<file path="src/rtl/pipe_mem_dbus.sv">
// MEM pipeline stage: valid/allowin handshake with EXE and WB, split address/data bus for loads and stores.
// Optional alignment check (AdEL/AdES) enabled by defining MEM_ALIGN_CHK_EN.
module pipe_mem_dbus #(
    parameter int ADDR_W = 32,
    parameter int DATA_W = 32
) (
    input  logic              clk,
    input  logic              rst,
    input  logic              exe_mem_validto,
    output logic              mem_allowin,
    input  logic              wb_allowin,
    output logic              mem_wb_validto,
    input  logic              flush_mem_wb,
    input  logic [31:0]       pc_in,
    input  logic [31:0]       alu_result_in,
    input  logic [31:0]       rt_in,
    input  logic [4:0]        rdc_in,
    input  logic              dmem_we_in,
    input  logic              rf_we_in,
    input  logic              lw_instr_in,
    input  logic              ex_in,
    input  logic [4:0]        ex_code_in,
    output logic              dreq,
    output logic              dwr,
    output logic [ADDR_W-1:0] daddr,
    output logic [DATA_W-1:0] dwdata,
    input  logic              daddr_ok,
    input  logic              ddata_ok,
    input  logic [DATA_W-1:0] drdata,
    output logic [31:0]       pc,
    output logic [31:0]       rd_data,
    output logic [4:0]        rdc_mem,
    output logic              rf_we,
    output logic              ex,
    output logic [4:0]        ex_code,
    output logic              mem_rdc_valid,
    output logic              mem_load_pending
);

    typedef enum logic [2:0] {S_IDLE, S_REQ, S_WAIT, S_DONE, S_DRAIN} state_e;

    state_e            state_q, state_d;
    logic              mem_valid_q;
    logic [31:0]       pc_q, alu_q;
    logic [DATA_W-1:0] rt_q, rbuf_q;
    logic [4:0]        rdc_q, ex_code_q;
    logic              we_q, rf_we_q, lw_q, ex_q;

    logic              mem_access, mem_ready_go, capture, new_access, ex_new;
    logic [4:0]        ex_code_new;

`ifdef MEM_ALIGN_CHK_EN
    logic misalign;
    assign misalign    = (alu_result_in[1:0] != 2'b00) & (lw_instr_in | dmem_we_in);
    // Upstream exceptions win over the alignment fault.
    assign ex_new      = ex_in | misalign;
    assign ex_code_new = (!ex_in && misalign) ? (lw_instr_in ? 5'h04 : 5'h05) : ex_code_in;
`else
    assign ex_new      = ex_in;
    assign ex_code_new = ex_code_in;
`endif

    assign mem_access     = mem_valid_q & (lw_q | we_q) & ~ex_q;
    assign mem_ready_go   = ~mem_access | (state_q == S_DONE);
    assign mem_allowin    = (~mem_valid_q | (mem_ready_go & wb_allowin)) & (state_q != S_DRAIN);
    assign mem_wb_validto = mem_valid_q & mem_ready_go & ~flush_mem_wb;
    assign capture        = exe_mem_validto & mem_allowin & ~flush_mem_wb;
    assign new_access     = (lw_instr_in | dmem_we_in) & ~ex_new;

    assign dreq             = (state_q == S_REQ);
    assign dwr              = we_q;
    assign daddr            = alu_q[ADDR_W-1:0];
    assign dwdata           = rt_q;
    assign pc               = pc_q;
    assign rd_data          = lw_q ? 32'(rbuf_q) : alu_q;
    assign rdc_mem          = rdc_q;
    assign rf_we            = rf_we_q;
    assign ex               = ex_q;
    assign ex_code          = ex_code_q;
    assign mem_rdc_valid    = rf_we_q & mem_valid_q;
    assign mem_load_pending = mem_valid_q & lw_q & ~ex_q & (state_q != S_DONE);

    always_ff @(posedge clk) begin
        if (rst) state_q <= S_IDLE;
        else     state_q <= state_d;
    end

    always_comb begin
        state_d = state_q;
        case (state_q)
            S_IDLE:  if (capture && new_access) state_d = S_REQ;
            S_REQ: begin
                // A flushed request already accepted must still have its response drained.
                if (flush_mem_wb) state_d = daddr_ok ? S_DRAIN : S_IDLE;
                else if (daddr_ok) state_d = S_WAIT;
            end
            S_WAIT: begin
                if (flush_mem_wb)  state_d = ddata_ok ? S_IDLE : S_DRAIN;
                else if (ddata_ok) state_d = S_DONE;
            end
            S_DONE: begin
                if (flush_mem_wb)     state_d = S_IDLE;
                else if (mem_allowin) state_d = (capture && new_access) ? S_REQ : S_IDLE;
            end
            S_DRAIN: if (ddata_ok) state_d = S_IDLE;
            default: state_d = S_IDLE;
        endcase
    end

    always_ff @(posedge clk) begin
        if (rst) begin
            mem_valid_q <= 1'b0;
            pc_q        <= '0;
            alu_q       <= '0;
            rt_q        <= '0;
            rdc_q       <= '0;
            we_q        <= 1'b0;
            rf_we_q     <= 1'b0;
            lw_q        <= 1'b0;
            ex_q        <= 1'b0;
            ex_code_q   <= '0;
            rbuf_q      <= '0;
        end else begin
            if (flush_mem_wb)     mem_valid_q <= 1'b0;
            else if (mem_allowin) mem_valid_q <= exe_mem_validto;
            if (capture) begin
                pc_q      <= pc_in;
                alu_q     <= alu_result_in;
                rt_q      <= DATA_W'(rt_in);
                rdc_q     <= rdc_in;
                we_q      <= dmem_we_in;
                rf_we_q   <= rf_we_in;
                lw_q      <= lw_instr_in;
                ex_q      <= ex_new;
                ex_code_q <= ex_code_new;
            end
            if (state_q == S_WAIT && ddata_ok) rbuf_q <= drdata;
        end
    end

endmodule

</file>
<file path="config.mk">
export PLATFORM = sky130hd
export DESIGN_NAME = pipe_mem_dbus
export DESIGN_NICKNAME = d
export VERILOG_FILES = /design/src/rtl/pipe_mem_dbus.sv
export SDC_FILE = /design/constraint.sdc
export NUM_CORES = 1
export LEC_CHECK = 0
export CAP_MARGIN = 10
export CORE_MARGIN = 5
export CORE_UTILIZATION = 44
export CTS_BUF_LIST = sky130_fd_sc_hd__clkbuf_8
export CTS_CLUSTER_DIAMETER = 150
export CTS_CLUSTER_SIZE = 16
export DETAILED_ROUTE_END_ITERATION = 16
export MAX_ROUTING_LAYER = met4
export PLACE_DENSITY_LB_ADDON = 0.1
export REMOVE_ABC_BUFFERS = 1
export SYNTH_ARGS = -nofsm -noshare
export SYNTH_HDL_FRONTEND = slang
export SYNTH_SLANG_ARGS = --single-unit
export TNS_END_PERCENT = 20
</file>
<file path="constraint.sdc">
create_clock -name clk -period 3.55 [get_ports clk]
set_clock_uncertainty 0.1 [all_clocks]
set_input_delay 0.355 -clock clk [delete_from_list [all_inputs] [get_ports clk]]
set_output_delay 0.355 -clock clk [all_outputs]
set_load 0.005 [all_outputs]
</file>
==> results of run 1 <==
logic make-up (layout without fill, tap and decap cells):
family / count (synthesis) / after routing
simple gates: 318 / 318
compound gates: 153 / 153
buf+inv: 56 / 339
mux: 35 / 35
flops: 146 / 146
Yosys cell counts, drive strengths merged:
library cell / count / area share
nor2: 6 / 0.0039
and2: 1 / 0.0011
nor4b: 2 / 0.0031
nand2b: 4 / 0.0044
nand3b: 1 / 0.0013
or4b: 1 / 0.0024
o21ai: 4 / 0.0035
dfxtp: 146 / 0.51
or3: 1 / 0.0011
o211ai: 2 / 0.0026
inv: 1 / 0.00065
o21a: 1 / 0.0013
and3: 2 / 0.0022
nor4: 2 / 0.0022
nand3: 3 / 0.0035
buf: 27 / 0.047
clkbuf: 28 / 0.018
mux2: 32 / 0.063
and3b: 1 / 0.0015
mux2i: 3 / 0.0052
nor3b: 2 / 0.0026
nor2b: 1 / 0.0011
nor3: 2 / 0.0017
a211oi: 1 / 0.0013
a21oi: 145 / 0.13
nand2: 289 / 0.19
critical path: stages, from the launching register on:
cell,delay [ns]
dfxtp_1,0.54
and3b_1,0.25
nor4b_1,0.56
nor2_1,0.17
clkdlybuf4s50_1,0.49
report_power, final:
part	internal, mW	switching [mW]	leakage (nW)	total, mW
clock	0.718	0.608	0.210	1.33
combinational	0.349	0.217	1.85	0.566
sequential	1.70	0.0431	1.19	1.75
total	2.77	0.868	3.24	3.64
cell type report:
cell class | instances | area share
repair buffers | 307 | 0.338
flip-flops and latches | 146 | 0.323
multi-input cells | 506 | 0.270
clock buffers | 19 | 0.0289
well taps | 172 | 0.0238
clock inverters | 12 | 0.0156
inverters | 1 | 0.000415
sequential cells by signal, summed over array words and instances (netlist names):
signal and cells:
rf_we 1, state_q 3, daddr 32, rdc_mem 5
dwr 1, mem_valid_q 1, ex_code 5, pc 32
rbuf_q 32, lw_q 1, ex 1, dwdata 32
path summary, 6_finish.rpt:
path | slack (ns) | to | startpoint | cells past startpoint
worst min-delay path | 0.34 | ex_code[1] | ex_code_in[1] | 3
worst min register to register | 0.35 | rbuf_q[14] | rbuf_q[14] | 2
worst max register to register | 0.93 | dwdata[5] | state_q[2] | 6
worst max-delay path | 0.64 | mem_allowin | state_q[2] | 4
routing by layer:
metal | vias to the layer above | global-route usage | part of all wire
li1 | 2854 | - | -
met1 | 2692 | 0.266 | 0.37
met2 | 261 | 0.410 | 0.48
met3 | 47 | 0.111 | 0.11
met4 | 0 | 0.114 | 0.038
met5 | - | - | 0
through the flow:
step | setup slack, ns | instance area, um2
global route | 0.476 | 9050
detailed placement | 0.833 | 8650
finish | 0.635 | 9050
floorplan | 0.171 | 5360
CTS | 0.643 | 9050
global placement | 0.904 | 8650
==> metrics.yaml, run 1 <==
grt_overflow: 0
place_inst: 1132
utilization: 0.712
hold_viol: 0
multi_input_area_um2: 2450
core_um2: 12700
post_synth_num_cell_types: 29
status: "finished clean"
p_leak_nw: 3.24
antenna_left: 0
num_antenna_cells: 0
final-setup-viol-count: 0
htreeDepth: 4
synth_compound_area_frac: 0.135
max_cap_violations: 0
fin_nets: 1128
synth-simple-area-share: 0.221
io_buffers: 294
muxShareOfSynthArea: 0.0681
timing.final.crit_share: 0.821
drive_above_1_share: 0.0787
cp-start-kind: "register"
dieArea_um2: 15400
seq_area_um2: 2920
ys_seq_area_frac: 0.510
tightestPinTransition_ns: 1.04
drt_pass1_iterations: 4
grt_setup_unrepaired: "false"
ys_ff_latch: 146
worst-setup-path-type: "reg2out"
min_path_type: "in2reg"
netlist_area_um2: 5740
gp_congestion: 0.835
required_ns: 3.09
nFillCells: 1089
yosys.area_share.xor_xnor: 0
endpoint_kind: "primary output"
synthAdderAreaFrac: 0
yosys_warnings: 0
fin_total_pwr_mw: 3.64
stdcell_count: 1163
initial_core_util: 0.451
postCtsSetupRepairBufs: 0
via_per_inst: 5.03
dp_hpwl_um: 13800
power_per_cell_area_nw_per_um2: 402
routed-via-count: 5854
final_cell_mix: "293 x clkdlybuf4s50_1, 289 x nand2_1, 146 x dfxtp_1, 145 x a21oi_1, 32 x mux2_2"
antenna_found_initial: 0
hold_buffers: 0
track_usage: 0.252
slew_headroom: 0.305
path_clk_slew_ns: 0.08
drt-total-wl_um: 19000
cts_buffers: 17
area_growth_pct: 57.9
cts_tree: "done"
layout_commonest_cell: "clkdlybuf4s50_1"
peakVddDrop_v: 0.000244
synthCells: 708
clk_path_buf_depth: 2
slew_viol_final: 0
min_period_ns: 2.91
rows: 41
timing.fmax_ghz: 0.343
grt_max_degree: 101
root_buffer: "clkbuf_8"
critPathArrivalTime_ns: 2.46
totalNegativeSetupSlack_ns: 0
fp.dieH_um: 124
drc: 0
insertion_delay_ns: 0.45
die_w_um: 124
post_drt_wl_per_cell_um: 16.4
synth_top_family_by_area: "simple AND/OR/NAND/NOR gates"
grt_pass1_vias: 5838
cts_sinks: 146
synth.avg_cell_area_um2: 8.10
crit_fanout: 11
cts-resized-gates: 0
grt_first_pass_wirelength_um: 29100
drt_iter0_drc: 377
fin_worst_hold_slack_ns: 0.342
pin_count: 295
(Power assumes the default switching activity.)
==> inputs of run 2 (changes only) <==
- CORE_UTILIZATION: 44 -> 37
- clock period: 3.55 -> 2.6 ns (I/O delays scaled with it)
==> run 2 against run 1 <==
  * Power grew 41%
  * Non-clock buffer count grew 2
  * Cell count grew 1.6%
  * Die area grew 17%
  * Critical path depth is the same
  * Flip-flop and latch count is the same
  * Combinational power grew 39%
  * Register-to-register slack lost 0.40 ns
  * Critical path type unchanged
  * Highest routed layer unchanged
==> metrics.yaml, run 2 (synthesis results as in run 1) <==
dp_hpwl_um: 13400
design_area_um2: 9190
final_cell_mix: "293 x clkdlybuf4s50_1, 289 x nand2_1, 145 x a21oi_1, 144 x dfxtp_1, 32 x mux2_2"
drt-total-wl_um: 19000
place_inst: 1150
hold_buffers: 0
gp_congestion: 0.775
grt_setup_unrepaired: "false"
critPathArrivalTime_ns: 2.05
area_growth_pct: 60.1
grt_pass1_vias: 5396
drt_iter0_drc: 248
path_clk_slew_ns: 0.08
via_per_inst: 4.74
crit_buf_inv: 1
fin_nets: 1130
antenna_left: 0
drt_pass1_iterations: 4
drive_above_1_share: 0.0835
timing.fmax_ghz: 0.414
pin_count: 295
postCtsSetupRepairBufs: 0
critPathTopFamily: "simple AND/OR/NAND/NOR gates"
required_ns: 2.24
track_usage: 0.208
htreeDepth: 4
timing.final.crit_share: 0.928
p_leak_nw: 3.29
tightestPinTransition_ns: 0.410
core_um2: 15200
fin_worst_hold_slack_ns: 0.136
worst-setup-path-type: "reg2out"
grt_first_pass_wirelength_um: 28500
totalNegativeSetupSlack_ns: 0
slew_viol_final: 0
routed-via-count: 5605
cts_sinks: 146
min_path_type: "in2reg"
crit_chain: "and3b_1 -> nor4b_2 -> nor2_1 -> clkdlybuf4s50_1"
antenna_found_initial: 0
ff2ff_setup_slack_ns: 0.53
grt_overflow: 0
final-setup-viol-count: 0
power_per_cell_area_nw_per_um2: 559
place_area_um2: 8740
cp-start-kind: "register"
fp.dieH_um: 135
peakVddDrop_v: 0.000527
dieArea_um2: 18100
slew_headroom: 0.726
stdcell_count: 1182
io_buffers: 294
crit_slowest_cell: "clkdlybuf4s50_1"
drc: 0
rows: 45
cts_tree: "done"
max_stage_delay_ns: 0.46
post_drt_wl_per_cell_um: 16.1
insertion_delay_ns: 0.45
min_period_ns: 2.41
root_buffer: "clkbuf_8"
grt_max_degree: 66
clk_path_buf_depth: 2
cts_buffers: 17
status: "finished clean"
setup_slack_ns: 0.186
max_cap_violations: 0
layout_commonest_cell: "clkdlybuf4s50_1"
hold_viol: 0
initial_core_util: 0.377
crit_fanout: 11
num_antenna_cells: 0
endpoint_kind: "primary output"
die_w_um: 135
pre_cts_ws_ns: 0.410
==> run 2: cell types whose count changed in the layout (fill, tap and decap cells not counted), sizes merged <==
cell	previous run	this run
clkbuf	19	20
clkinv	5	2
clkinvlp	2	3
buf	14	16
inv	3	4
bufinv	3	4
==> run 2: worst register-to-register path, delay by kind of cell, from the launching register on <==
| kind | cells | cell delay (ns) |
|---|---|---|
| and+or+nand+nor | 4 | 1.04 |
| AOI/OAI and AO/OA | 1 | 0.16 |
| DFF | 1 | 0.42 |
| buffers and inverters | 1 | 0.27 |
==> run 2: final timing paths <==
kind / start / endpoint / cells past startpoint
hold reg to reg: pc[6] / pc[6] / 2
setup reg to reg: state_q[2] / pc[4] / 6
setup / recovery: state_q[2] / mem_allowin / 4
hold / removal: rst / daddr[25] / 2
==> run 2: per-layer routing <==
metal / vias up / global-route usage / wire [um]
met2: 202 / 0.337 / 9010
li1: 2859 / - / -
met5: - / - / 0
met4: 0 / 0.0588 / 254
met1: 2531 / 0.231 / 7830
met3: 13 / 0.0987 / 1950
==> run 2: cell type report <==
class / count / area, um2
repair buffers: 309 / 3130
clock buffers: 20 / 275
flip-flops and latches: 146 / 2930
well taps: 188 / 235
inverters: 1 / 3.75
fillers: 1431 / 6020
clock inverters: 12 / 164
multi-input cells: 506 / 2450
==> run 2: what timing repair did <==
item                                    in CTS  in global routing
cloned                                       0                  0
gates resized for setup                      1                  1
endpoints found under the setup margin       2                  2
==> run 2: metrics by stage <==
stage | power (mW) | utilization
final | 5.13 | 0.604
after global routing | 5.36 | 0.604
after CTS | 5.20 | 0.604
after detailed placement | 3.22 | 0.575
after global placement | 3.22 | 0.575
after floorplan | 2.64 | -
==> run 2: power breakdown <==
part	switching, mW	leakage (nW)	internal [mW]
registers	0.0529	1.19	2.32
logic	0.298	1.87	0.486
clock network	0.861	0.225	1.11
